<file path="src/rtl/dvp_grey_conv.sv">
// dvp_grey_conv: assembles RGB565/RGB888 pixels from camera bytes and emits one grey sample per pixel
// Ports: clk_i/rst_n_i clock and async active-low reset; mode_i/thr_i conversion select and threshold,
// latched while in_vsync_i is high; in_* camera byte stream; out_* grey sample with sof/eol markers;
// line_err_o pulses when a line ends with the wrong pixel count or a partial pixel.
module dvp_grey_conv #(
   parameter int BYTES_PER_PIX = 2,
   parameter int OUT_W         = 8,
   parameter int H_ACTIVE      = 1280
) (
   input  logic             clk_i,
   input  logic             rst_n_i,
   input  logic [1:0]       mode_i,
   input  logic [7:0]       thr_i,
   input  logic             in_vsync_i,
   input  logic             in_href_i,
   input  logic             in_valid_i,
   input  logic [7:0]       in_data_i,
   output logic             out_valid_o,
   output logic [OUT_W-1:0] out_grey_o,
   output logic             out_sof_o,
   output logic             out_eol_o,
   output logic             line_err_o
);
   // one spare counter bit so an overlong line saturates well clear of the eol/line-length values
   localparam int            CW       = $clog2(H_ACTIVE + 1) + 1;
   localparam logic [1:0]    LAST     = 2'(BYTES_PER_PIX - 1);
   localparam logic [CW-1:0] EOL_CNT  = CW'(H_ACTIVE - 1);
   localparam logic [CW-1:0] LINE_CNT = CW'(H_ACTIVE);
   logic          w_acc, w_done, w_fall, w_bad;
   logic [1:0]    w_ph;
   logic [4:0]    w_r5, w_b5;
   logic [5:0]    w_g6;
   logic [7:0]    w_r8, w_g8, w_b8;
   logic [9:0]    w_sum3;
   logic [15:0]   w_ysum;
   logic [16:0]   w_msum;
   logic [7:0]    w_y, w_mean, w_res;
   logic [1:0]    r_phase;
   logic [CW-1:0] r_cnt;
   logic          r_sof_pend, r_href_d1, r_href_d2, r_vs_d;
   logic [1:0]    r_mode;
   logic [7:0]    r_thr, r_b0, r_b1;
   logic          r_s1_v, r_s1_sof, r_s1_eol;
   logic [7:0]    r_s1_r, r_s1_g, r_s1_b, r_s1_thr;
   logic [1:0]    r_s1_mode;
   logic          r_s2_v, r_s2_sof, r_s2_eol;
   logic [15:0]   r_s2_pr, r_s2_pg, r_s2_pb;
   logic [16:0]   r_s2_mp;
   logic [7:0]    r_s2_g, r_s2_thr;
   logic [1:0]    r_s2_mode;
   assign w_acc  = in_valid_i && in_href_i && !in_vsync_i;
   // line end seen one cycle late via two href registers, so line_err_o lands 2 cycles after href drops
   assign w_fall = r_href_d2 && !r_href_d1;
   assign w_bad  = (r_cnt != LINE_CNT) || (r_phase != 2'd0);
   // a byte arriving on the line-end cycle starts a fresh pixel, not the discarded partial one
   assign w_ph   = w_fall ? 2'd0 : r_phase;
   assign w_done = w_acc && (w_ph == LAST);
   assign w_r5   = r_b0[7:3];
   assign w_g6   = {r_b0[2:0], in_data_i[7:5]};
   assign w_b5   = in_data_i[4:0];
   assign w_r8   = (BYTES_PER_PIX == 3) ? r_b0      : {w_r5, w_r5[4:2]};
   assign w_g8   = (BYTES_PER_PIX == 3) ? r_b1      : {w_g6, w_g6[5:4]};
   assign w_b8   = (BYTES_PER_PIX == 3) ? in_data_i : {w_b5, w_b5[4:2]};
   assign w_sum3 = 10'(r_s1_r) + 10'(r_s1_g) + 10'(r_s1_b);
   assign w_ysum = r_s2_pr + r_s2_pg + r_s2_pb + 16'd128;
   assign w_msum = r_s2_mp + 17'd256;
   assign w_y    = 8'(w_ysum >> 8);
   assign w_mean = 8'(w_msum >> 9);
   assign w_res  = (r_s2_mode == 2'd0) ? w_y :
                   (r_s2_mode == 2'd1) ? w_mean :
                   (r_s2_mode == 2'd2) ? r_s2_g :
                   ((w_y >= r_s2_thr) ? 8'hFF : 8'h00);
   always_ff @(posedge clk_i or negedge rst_n_i) begin
      if (!rst_n_i) begin
         r_phase    <= 2'd0;
         r_cnt      <= '0;
         r_sof_pend <= 1'b1;
         r_mode     <= 2'd0;
         r_thr      <= 8'd0;
         r_href_d1  <= 1'b0;
         r_href_d2  <= 1'b0;
         r_vs_d     <= 1'b0;
         r_b0       <= 8'd0;
         r_b1       <= 8'd0;
         line_err_o <= 1'b0;
      end else begin
         r_href_d1  <= in_href_i;
         r_href_d2  <= r_href_d1;
         r_vs_d     <= in_vsync_i;
         line_err_o <= w_fall && w_bad && !in_vsync_i && !r_vs_d;
         if (w_acc && w_ph == 2'd0) r_b0 <= in_data_i;
         if (w_acc && w_ph == 2'd1) r_b1 <= in_data_i;
         if (in_vsync_i) begin
            r_phase    <= 2'd0;
            r_cnt      <= '0;
            r_sof_pend <= 1'b1;
            r_mode     <= mode_i;
            r_thr      <= thr_i;
         end else begin
            if (w_acc) r_phase <= w_done ? 2'd0 : w_ph + 2'd1;
            else if (w_fall) r_phase <= 2'd0;
            if (w_fall) r_cnt <= '0;
            else if (w_done) r_cnt <= (&r_cnt) ? r_cnt : r_cnt + CW'(1);
            if (w_done) r_sof_pend <= 1'b0;
         end
      end
   end
   always_ff @(posedge clk_i or negedge rst_n_i) begin
      if (!rst_n_i) begin
         r_s1_v      <= 1'b0;
         r_s1_sof    <= 1'b0;
         r_s1_eol    <= 1'b0;
         r_s1_r      <= 8'd0;
         r_s1_g      <= 8'd0;
         r_s1_b      <= 8'd0;
         r_s1_thr    <= 8'd0;
         r_s1_mode   <= 2'd0;
         r_s2_v      <= 1'b0;
         r_s2_sof    <= 1'b0;
         r_s2_eol    <= 1'b0;
         r_s2_pr     <= 16'd0;
         r_s2_pg     <= 16'd0;
         r_s2_pb     <= 16'd0;
         r_s2_mp     <= 17'd0;
         r_s2_g      <= 8'd0;
         r_s2_thr    <= 8'd0;
         r_s2_mode   <= 2'd0;
         out_valid_o <= 1'b0;
         out_grey_o  <= '0;
         out_sof_o   <= 1'b0;
         out_eol_o   <= 1'b0;
      end else begin
         r_s1_v <= w_done;
         if (w_done) begin
            r_s1_r    <= w_r8;
            r_s1_g    <= w_g8;
            r_s1_b    <= w_b8;
            r_s1_sof  <= r_sof_pend;
            r_s1_eol  <= (r_cnt == EOL_CNT);
            r_s1_mode <= r_mode;
            r_s1_thr  <= r_thr;
         end
         r_s2_v <= r_s1_v;
         if (r_s1_v) begin
            r_s2_pr   <= 16'(r_s1_r) * 16'd77;
            r_s2_pg   <= 16'(r_s1_g) * 16'd150;
            r_s2_pb   <= 16'(r_s1_b) * 16'd29;
            r_s2_mp   <= 17'(w_sum3) * 17'd171;
            r_s2_g    <= r_s1_g;
            r_s2_sof  <= r_s1_sof;
            r_s2_eol  <= r_s1_eol;
            r_s2_mode <= r_s1_mode;
            r_s2_thr  <= r_s1_thr;
         end
         out_valid_o <= r_s2_v;
         out_sof_o   <= r_s2_v && r_s2_sof;
         out_eol_o   <= r_s2_v && r_s2_eol;
         if (r_s2_v) out_grey_o <= OUT_W'(w_res >> (8 - OUT_W));
      end
   end
endmodule

</file>
<file path="config.mk">
export PLATFORM = sky130hd
export DESIGN_NAME = dvp_grey_conv
export DESIGN_NICKNAME = d
export VERILOG_FILES = /design/src/rtl/dvp_grey_conv.sv
export SDC_FILE = /design/constraint.sdc
export NUM_CORES = 1
export LEC_CHECK = 0
export ABC_AREA = 1
export BUFFER_PORTS_ARGS = -buffer_cell sky130_fd_sc_hd__buf_2
export CAP_MARGIN = 15
export CORE_ASPECT_RATIO = 0.6
export CORE_MARGIN = 10
export CORE_UTILIZATION = 48
export DETAILED_ROUTE_END_ITERATION = 6
export HOLD_SLACK_MARGIN = 0.15
export PLACE_DENSITY_LB_ADDON = 0.05
export SYNTH_ARGS = -nofsm -noshare
export SYNTH_HDL_FRONTEND = slang
export SYNTH_SLANG_ARGS = --single-unit
</file>
<file path="constraint.sdc">
create_clock -name clk_i -period 6.44 [get_ports clk_i]
set_clock_uncertainty 0.05 [all_clocks]
set_input_delay 1.61 -clock clk_i [delete_from_list [all_inputs] [get_ports clk_i]]
set_output_delay 1.61 -clock clk_i [all_outputs]
set_load 0.1 [all_outputs]
</file>
==> results.cfg <==
[status]
status = completed

[setup_path]
cp-end-kind = register
r2r_end = r_s2_mp[9]
endpoint = r_s2_mp[9]
critPathRequiredTime_ns = 6.75
startpoint_type = register
ff2ff_path_depth = 22
cp.arrival_ns = 6.19
crit_type = register to register
cp_max_fo = 10
reg2reg_from = r_s1_g[1]
reg2reg_slack_ns = 0.56
crit_start = r_s1_g[1]

[global_route]
gr-usage-all-layers_pct = 20.0
grt_pass1_vias = 9412
grt_max_degree = 81
grt_pass1_wl_um = 50800
overflow = 0
antenna_found_initial = 0

[detailed_routing]
num_vias = 9739
ant_nets = 0
wl_met1_um = 17500
dr_wl_met3_um = 1950
highest_layer = met4
wl_per_cell_um = 16.2
drtPass1Iterations = 5
first_iter_violations = 792
drc = 0
wirelength_um = 30700
vias_per_cell = 5.15
met2WireLength_um = 11000

[yosys]
ys.flop_type = dfrtp_1
ys_seq_area_share_pct = 29.8
async_reset_ff_share_pct = 100
synth-seq-cells = 147
ys_warn_count = 0
ys_top_cells_by_count = nand2_1, inv_1, ha_1, dfrtp_1, o21ai_0
synth_most_common_cell = nand2_1
synth.cell_area_mm2 = 0.0124
ys_top_cells_by_area = dfrtp_1, ha_1, nand2_1, fa_1, inv_1
synth.distinct_cells = 44
yosys.area.top_type = dfrtp_1
synth_top_area_share_pct = 29.6
avgSynthCellArea_um2 = 8.15
synthCells = 1517
synth_edf_count = 0
syn_nets = 1787

[cells_and_area]
area_delta_synth_final_pct = 8.81
num_antenna_cells = 0
drive_gt1_share_pct = 6.78
fill_cells = 2438
final_nets = 1820

[clocking]
cts-hold-fix-buffers = 0
clk_path_buf_depth = 2
post-cts-setup-buffers = 0
cts-resized-gates = 0
cts_sinks = 147
clk_latency_ns = 0.45
cts_tree = done
clk_pin_slew_ns = 0.07
numCtsBuffers = 17
htreeDepth = 4
clockRootBuffer = clkbuf_16

[floorplan]
start_util_pct = 48.8
coreArea_mm2 = 0.0253
die_h_um = 144
die-area_mm2 = 0.0328
fp.dieW_um = 227
row_count = 45
io_pins = 35

[timing]
final-hold-violation-count = 0
tightest_slew_ns = 1.07
rsz0062_at_grt = false
slew_headroom_pct = 28.7
fmax_ghz = 0.170
finalSetupTns_ns = 0
setup_viol = 0
timing.final.crit_share_pct = 91.3
slew_viol_final = 0
post-route-min-period_ns = 5.88

[run]
maxCapViolCount = 0

[placement]
portBuffers = 34
gp_congestion = 0.865
hpwlAfterDp_um = 24900

[min_path]
min_path_type = register to register
## per-stage QoR
step                hold slack (ns)  worst slack, ns  util [%]  std cells  area [um2]
global route                  0.391            0.151      53.1       1892       13500
detailed placement            0.366            0.563      50.9       1860       12900
floorplan                     0.302             1.02         -       1517       12400
CTS                           0.383            0.567      53.1       1892       13500
global placement              0.362            0.691      50.9       1860       12900
finish                        0.376            0.559      53.1       1892       13500
## critical path, stage by stage, from the launching register on
cell     delay [ns]
dfrtp_1        0.64
inv_1          0.25
fa_1           0.56
inv_1          0.04
ha_1           0.21
fa_1           0.39
inv_1          0.08
nand2_1        0.06
nand2_1        0.15
inv_1          0.09
nor2_1         0.24
nor2_1         0.14
fa_1           0.50
fa_1           0.54
inv_1          0.05
fa_1           0.53
inv_1          0.04
ha_1           0.33
nand2_1        0.12
o21ai_0        0.27
a21oi_1        0.09
or2_2          0.29
a31oi_1        0.12
## metal layers
layer / track usage [%] / up-vias
met5: 0 / -
met4: 3.74 / 0
met3: 4.99 / 19
met2: 24.8 / 208
met1: 32.8 / 4574
li1: - / 4938
## kinds of logic after synthesis
family	after synthesis	share of synthesized area (%)
muxes	3	0.273
DFF	147	29.8
buffers and inverters	306	9.37
and+or+nand+nor	543	18.4
adders and majority gates	247	28.8
AOI/OAI and AO/OA	232	10.6
xor gates and xnor gates	39	2.82
## area by class of cell
cell class,instances,area [um2],share of cell area [%]
Clock buffer,18,439,3.27
Clock inverter,14,119,0.884
Inverter,279,1050,7.79
Multi-Input combinational cell,1064,7520,55.9
Sequential cell,147,3680,27.4
Tap cell,329,412,3.06
Timing Repair Buffer,41,229,1.70
## sequential cells by signal (all words and copies together) (netlist names), 5 cells and up
| register | count |
|---|---|
| r_s2_pr | 15 |
| r_s2_pg | 14 |
| r_s2_pb | 13 |
| r_cnt | 12 |
| r_s2_mp | 9 |
| out_grey_o | 8 |
| r_b0 | 8 |
| r_s1_thr | 8 |
| r_s2_thr | 8 |
| r_thr | 8 |
| r_s1_g | 6 |
| r_s2_g | 6 |
| r_s1_b | 5 |
| r_s1_r | 5 |
## placed cells by master (no fill, tap or decap), types with 2 or more instances in the layout
master	netlist	routed
a21o_1	6	6
clkbuf_16	0	17
xnor2_1	7	7
fa_1	62	62
o21bai_1	10	10
or2_2	8	8
o2111ai_1	2	2
mux2_2	3	3
o22ai_1	5	5
ha_1	185	185
nor2_4	2	2
buf_2	2	33
o21ai_0	117	117
inv_1	278	278
nand2_2	2	2
nor4_1	5	5
nor3_1	15	15
o21ai_2	7	7
a31oi_1	10	10
clkinv_4	0	3
o21a_1	4	4
nor2_2	2	2
nand2_1	335	335
buf_4	0	7
dfrtp_1	146	145
clkinv_2	0	2
a21oi_1	58	58
nand3_2	2	2
a21boi_0	5	5
nand3_1	80	80
inv_6	0	6
nand4_1	13	13
o31ai_1	2	2
inv_8	0	2
xor2_1	31	31
nor2_1	76	76
## how the worst min path moves through the flow
| stage | cells after the start | to | startpoint |
|---|---|---|---|
| after detailed placement | 0 | r_href_d2 | r_href_d1 |
| after floorplan | 0 | r_s2_v | r_s1_v |
| after global placement | 0 | r_href_d2 | r_href_d1 |
| final | 0 | r_href_d2 | r_href_d1 |
| after CTS | 0 | r_href_d2 | r_href_d1 |
| after global routing | 0 | r_href_d2 | r_href_d1 |
Power is not shown: default switching activity piles up to over one toggle a cycle in this logic, so the estimate is an artifact.
